`src/rtl/apb_completer_pkg.sv`:
```
// Shared types and constants for the APB completer memory block.
package apb_completer_pkg;

    // Width of the wait-state counter; holds wait counts 0..15.
    localparam int CNT_W = 4;

    // Widest PRDATA the response record can carry.
    localparam int MAX_DATA_W = 32;

    typedef enum logic [0:0] {
        IDLE   = 1'b0,
        ACCESS = 1'b1
    } state_e;

    // Response presented to the requester during the access phase.
    typedef struct packed {
        logic                  ready;
        logic                  slverr;
        logic [MAX_DATA_W-1:0] rdata;
    } resp_t;

endpackage

```
`src/rtl/apb_completer_regfile.sv`:
```
// Byte-wide register storage: asynchronous clear, one synchronous write
// port and one combinational read port.
module apb_completer_regfile
    import apb_completer_pkg::*;
#(
    parameter int DEPTH  = 256,
    parameter int DATA_W = 8,
    parameter int AW     = (DEPTH > 1) ? $clog2(DEPTH) : 1
) (
    input  logic              clk_i,
    input  logic              rst_i,
    input  logic              wr_en_i,
    input  logic [AW-1:0]     wr_addr_i,
    input  logic [DATA_W-1:0] wr_data_i,
    input  logic [AW-1:0]     rd_addr_i,
    output logic [DATA_W-1:0] rd_data_o
);

    logic [DATA_W-1:0] mem_q [DEPTH];
    logic              rd_in_range;

    // Storage update: whole array clears on reset, one location per write.
    // NOTE: this array has a reset, so it maps to flops rather than a RAM
    // macro; it is needed because every location must read 0 after reset.
    // NOTE: sequential state uses <= so all flops sample the pre-edge values.
    always_ff @(posedge clk_i or posedge rst_i) begin
        if (rst_i) begin
            for (int i = 0; i < DEPTH; i++) begin
                mem_q[i] <= '0;
            end
        end else if (wr_en_i) begin
            mem_q[wr_addr_i] <= wr_data_i;
        end
    end

    // Guard against indexing past DEPTH when it is not a power of two.
    assign rd_in_range = ({1'b0, rd_addr_i} < (AW + 1)'(DEPTH));
    assign rd_data_o   = rd_in_range ? mem_q[rd_addr_i] : '0;

endmodule

```
`src/rtl/apb_completer_mem.sv`:
```
// APB completer with a small register memory, programmable wait states and
// PSLVERR for out-of-range, misdirected and unstable transfers.
module apb_completer_mem
    import apb_completer_pkg::*;
#(
    parameter int ADDR_W      = 9,
    parameter int DATA_W      = 8,
    parameter int DEPTH       = 256,
    parameter int WAIT_CYCLES = 1,
    parameter int SLAVE_ID    = 0
) (
    input  logic              PCLK,
    input  logic              PRESET,
    input  logic              PSEL,
    input  logic              PENABLE,
    input  logic              PWRITE,
    input  logic [ADDR_W-1:0] PADDR,
    input  logic [DATA_W-1:0] PWDATA,
    output logic [DATA_W-1:0] PRDATA,
    output logic              PREADY,
    output logic              PSLVERR
);

    localparam int IDX_W  = ADDR_W - 1;
    localparam int MEM_AW = (DEPTH > 1) ? $clog2(DEPTH) : 1;

    state_e             state_q, state_d;
    logic [CNT_W-1:0]   cnt_q, cnt_d;
    logic [ADDR_W-1:0]  addr_q, addr_d;
    logic               write_q, write_d;
    logic [DATA_W-1:0]  wdata_q, wdata_d;
    logic               viol_q, viol_d;

    logic [IDX_W-1:0]   idx;
    logic               sel_ok;
    logic               range_ok;
    logic               err;
    logic               ready;
    logic               mismatch;
    logic               mem_we;
    logic [DATA_W-1:0]  mem_rdata;
    resp_t              resp;

    // Everything about the response is decoded from latched state only.
    assign idx      = addr_q[IDX_W-1:0];
    assign sel_ok   = (addr_q[ADDR_W-1] == 1'(SLAVE_ID));
    assign range_ok = ({1'b0, idx} < (IDX_W + 1)'(DEPTH));
    assign err      = !sel_ok || !range_ok || viol_q;
    assign ready    = (state_q == ACCESS) && (cnt_q == '0);

    // The requester must hold address, direction and write data steady
    // through the access phase.
    assign mismatch = (PADDR != addr_q) || (PWRITE != write_q) ||
                      (write_q && (PWDATA != wdata_q));

    // Next-state, counter, capture and write-enable decode.
    // NOTE: every signal gets its hold value first, so no branch can leave
    // one unassigned and infer a latch.
    always_comb begin
        state_d = state_q;
        cnt_d   = cnt_q;
        addr_d  = addr_q;
        write_d = write_q;
        wdata_d = wdata_q;
        viol_d  = viol_q;
        mem_we  = 1'b0;
        case (state_q)
            IDLE: begin
                // Only a proper setup phase starts a transfer; PSEL with
                // PENABLE already high is ignored.
                if (PSEL && !PENABLE) begin
                    addr_d  = PADDR;
                    write_d = PWRITE;
                    wdata_d = PWDATA;
                    cnt_d   = CNT_W'(WAIT_CYCLES);
                    viol_d  = 1'b0;
                    state_d = ACCESS;
                end
            end
            ACCESS: begin
                if (!PSEL || !PENABLE) begin
                    // Requester walked away: abandon without side effects.
                    state_d = IDLE;
                end else if (ready) begin
                    // Completion edge. A change seen only here cannot alter
                    // the response already presented, so the flag as it
                    // stands decides both PSLVERR and the write.
                    state_d = IDLE;
                    mem_we  = write_q && !err;
                end else begin
                    cnt_d  = cnt_q - CNT_W'(1);
                    viol_d = viol_q || mismatch;
                end
            end
            default: state_d = IDLE;
        endcase
    end

    // FSM, counter and transfer-capture registers.
    always_ff @(posedge PCLK or posedge PRESET) begin
        if (PRESET) begin
            state_q <= IDLE;
            cnt_q   <= '0;
            addr_q  <= '0;
            write_q <= 1'b0;
            wdata_q <= '0;
            viol_q  <= 1'b0;
        end else begin
            state_q <= state_d;
            cnt_q   <= cnt_d;
            addr_q  <= addr_d;
            write_q <= write_d;
            wdata_q <= wdata_d;
            viol_q  <= viol_d;
        end
    end

    apb_completer_regfile #(
        .DEPTH  (DEPTH),
        .DATA_W (DATA_W),
        .AW     (MEM_AW)
    ) u_regfile (
        .clk_i     (PCLK),
        .rst_i     (PRESET),
        .wr_en_i   (mem_we),
        .wr_addr_i (idx[MEM_AW-1:0]),
        .wr_data_i (wdata_q),
        .rd_addr_i (idx[MEM_AW-1:0]),
        .rd_data_o (mem_rdata)
    );

    // Response build: read data only on a good read completion, else zero.
    always_comb begin
        resp        = '0;
        resp.ready  = ready;
        resp.slverr = ready && err;
        if (ready && !write_q && !err) begin
            resp.rdata = MAX_DATA_W'(mem_rdata);
        end
    end

    assign PREADY  = resp.ready;
    assign PSLVERR = resp.slverr;
    assign PRDATA  = DATA_W'(resp.rdata);

endmodule

```
`config.mk`:
```
export PLATFORM = sky130hd
export DESIGN_NAME = apb_completer_mem
export DESIGN_NICKNAME = d
export VERILOG_FILES = /design/src/rtl/apb_completer_pkg.sv /design/src/rtl/apb_completer_regfile.sv /design/src/rtl/apb_completer_mem.sv
export SDC_FILE = /design/constraint.sdc
export NUM_CORES = 2
export LEC_CHECK = 0
export BUFFER_PORTS_ARGS = -buffer_cell sky130_fd_sc_hd__buf_2
export CAP_MARGIN = 40
export CORE_ASPECT_RATIO = 1.75
export CORE_MARGIN = 4
export CORE_UTILIZATION = 42
export CTS_CLUSTER_SIZE = 40
export DETAILED_ROUTE_END_ITERATION = 12
export HOLD_SLACK_MARGIN = 0.1
export SETUP_SLACK_MARGIN = 0.3
export SLEW_MARGIN = 20
export SYNTH_ARGS = -nofsm -noshare
export SYNTH_HDL_FRONTEND = slang
export SYNTH_HIERARCHICAL = 1
export SYNTH_SLANG_ARGS = --single-unit
```
`constraint.sdc`:
```
create_clock -name PCLK -period 122.9 [get_ports PCLK]
set_clock_uncertainty 0.1 [all_clocks]
set_input_delay 6.145 -clock PCLK [delete_from_list [all_inputs] [get_ports PCLK]]
set_output_delay 6.145 -clock PCLK [all_outputs]
set_load 0.1 [all_outputs]
```
==> summary.md <==
| Metric | Value |
|---|---|
| WL per Instance | 29.0 um |
| Async set or reset register ratio after synthesis | 100% |
| Routed vias/inst | 5.90 |
| RSZ-0062 raised after global routing | no |
| Clk sinks | 2,072 |
| DRC violation count after routing | 0 |
| Maximum VDD drop | 0.0169 mV |
| Setup_tns | 0 ps |
| Crit path DAT | 6630 ps |
| Final period util | 10.5% |
| Hold Buf Count CTS | 0 |
| Post-synthesis net count | 6,209 |
| Status | finished clean |
| Worst EP required | 116,650 ps |
| Port bufs | 31 |
| Global-route wire length before repair | 405,000 um |
| Setup Viol. Count Final | 0 |
| Max-slew violations | 0 |
| Max Buffers Root-to-Sink | 4 |
| Placed instance count | 8,870 |
| TritonCTS clock tree | done |
| Final WL | 269,000 um |
| Distinct cell type count after synthesis | 71 |
| Layout cell share with drive strength beyond 1 | 50.3% |
| Avg Inst Size Synth | 15.3 um2 |
| Gr ovfl total | 0 |
| Synth Register Bits | 2,072 |
| Minimum clock period | 12,880 ps |
| Dpl hpwl | 179,000 um |
| Antenna violations before repair | 4 |
| Vias | 54,649 |
| # IOs | 32 |
| Leak Pwr | 50.1 nW |
| Routability cong. | 0.857 |
| Final ANT Viol Nets | 0 |
| Gr usage total | 23.0% |
| DR iter-0 viols | 3,249 |
| Crit path capture type | output pin |
| Slew @ Worst Pin | 1110 ps |
| Num CTS Buffers | 199 |
| Maximum clock rate | 77.6 MHz |
| Pre-antenna DRT Iters | 5 |
| Root Buffer | clkbuf_16 |
| Core area | 224,000 um2 |
| Die Area | 233,000 um2 |
| Hold Slack | 381 ps |
| Vias in the first global route | 59,532 |
| Die height | 636 um |
| Slew margin rel. | 25.9% |
| H-tree depth | 4 |
| Die Wd | 367 um |
| Worst-path clk slew | 60 ps |
| Endpoints failing hold | 0 |
| Yosys warns | 6 |
| CP Max Fanout | 38 |
| Initial Utilization | 42.2% |
| Dominant synthesized flop cell | dfrtp_1 |
| # Max-Cap Violations | 0 |
| Cell Rows | 230 |
| Crit Path Class | reg -> out |
| Seq/Total Area, Yosys | 54.8% |
| Critical path startpoint category | flop |
| Later-pin clock latency in the skew report | 840 ps |
| CTS resizes | 0 |
| Final layout net count | 6,229 |
| Mapped Cells | 6,186 |
| EDFF count, synth | 0 |
| Setup Buffers After CTS | 0 |
| Worst min path class | reg -> reg |
| Area Overhead vs Synth | 11.8% |
| Syn Std Cell Area | 94,600 um2 |
| Largest net degree at the start of global routing | 204 |
| Finished Layout Cells | 9,261 |
| Power Dens Cells | 14.8 nW/um2 |
-- flip-flops by register name, indices dropped and copies added (netlist names) --
name             cells
u_regfile/mem_q   2048
addr_q               9
wdata_q              8
write_q              1
state_q              1
viol_q               1
cnt_q                4
-- worst max-delay path, stage by stage (launching register included) --
cell,delay (ps)
dfrtp_4,810
buf_4,520
buf_4,640
buf_4,740
buf_4,540
buf_12,270
mux4_2,530
a22oi_1,210
a21oi_1,90
nor4_1,530
nor4_1,180
and2_1,250
buf_2,320
-- routing by layer --
metal	global-route usage (%)	wire length (um)
met3	2.78	9430
met5	0	12
met4	13.7	18700
met1	26.7	101000
met2	40.8	140000
-- layout make-up --
cell class / instances / area [um2]
Tap cell: 2900 / 3630
Fill cell: 19235 / 118000
Multi-Input combinational cell: 3629 / 40500
Inverter: 11 / 53.8
Timing Repair Buffer: 293 / 3020
Sequential cell: 2072 / 51900
Clock buffer: 292 / 5900
Clock inverter: 59 / 728
Antenna cell: 5 / 12.5
-- final timing paths --
| path | from | end | slack (ps) | cells after the start |
|---|---|---|---|---|
| min | u_regfile/mem_q[782]$_DFFE_PP0P_ | u_regfile/mem_q[782]$_DFFE_PP0P_ | 380 | 1 |
| max in group asynchronous | PRESET | u_regfile/mem_q[292]$_DFFE_PP0P_ | 113980 | 10 |
| min reg2reg | u_regfile/mem_q[782]$_DFFE_PP0P_ | u_regfile/mem_q[782]$_DFFE_PP0P_ | 380 | 1 |
| max | addr_q[0]$_DFFE_PP0P_ | PRDATA[0] | 110020 | 12 |
| max reg2reg | addr_q[0]$_DFFE_PP0P_ | u_regfile/mem_q[723]$_DFFE_PP0P_ | 118310 | 7 |
| min in group asynchronous | PRESET | u_regfile/mem_q[901]$_DFFE_PP0P_ | 5230 | 2 |
-- report_power, final --
group          leakage, nW  internal (mW)  switching (mW)
clock                 3.27          0.365           0.267
sequential            28.9          0.685          0.0144
combinational         17.9         0.0641           0.167
total                 50.1           1.11           0.449
-- cell families (layout without fill, tap and decap cells) --
kind of cell,count (synthesis),count (layout),share of synthesized area [%]
multiplexers,2643,2643,36.6
flip-flops,2072,2072,54.8
AND/OR/NAND/NOR,512,512,2.68
buffers and inverters,485,655,2.45
AO/OA/AOI/OAI,455,455,3.22
XOR/XNOR,18,18,0.167
adder cells (fa/ha/maj),1,1,0.0132
other,0,5,0
-- stage by stage --
| stage | utilization, % | power (mW) | instance area (um2) | setup slack [ps] |
|---|---|---|---|---|
| final | 47.2 | 1.56 | 106000 | 110020 |
| after global routing | 47.2 | 1.62 | 106000 | 109640 |
| after CTS | 46.9 | 1.58 | 105000 | 109830 |
| after detailed placement | 44.0 | 0.941 | 98600 | 110760 |
| after global placement | 43.3 | 0.931 | 97100 | 110630 |
| after floorplan | - | 0.854 | 94600 | 58810 |
-- synth_stat cells (43+ instances only) --
master	number	share of area, %
a21oi_1	123	0.65
a22oi_1	184	1.5
buf_2	66	0.35
clkbuf_1	325	1.3
dfrtp_1	2072	55
mux2_1	43	0.51
mux2_2	2019	24
mux2i_1	127	1.3
mux4_2	443	11
nand2_1	124	0.49
nor2_1	155	0.62
nor2_2	71	0.47
-- cells in the final DEF (no fill, tap or decap), drive strengths merged, types with 13 or more instances in the layout --
cell type | netlist | routed
mux4 | 444 | 444
a31oi | 14 | 14
clkbuf | 326 | 293
mux2 | 2072 | 2072
nor3 | 22 | 22
mux2i | 127 | 127
nand2 | 126 | 126
nand3 | 21 | 21
nand2b | 13 | 13
a21oi | 123 | 123
nor2 | 228 | 228
clkinv | 0 | 36
bufinv | 0 | 16
buf | 148 | 290
nor2b | 14 | 14
o22ai | 25 | 25
o21ai | 40 | 40
xnor2 | 16 | 16
o221ai | 29 | 29
nor4 | 34 | 34
and2 | 17 | 17
a22oi | 184 | 184
dfrtp | 2072 | 2072
(Power assumes the default switching activity.)
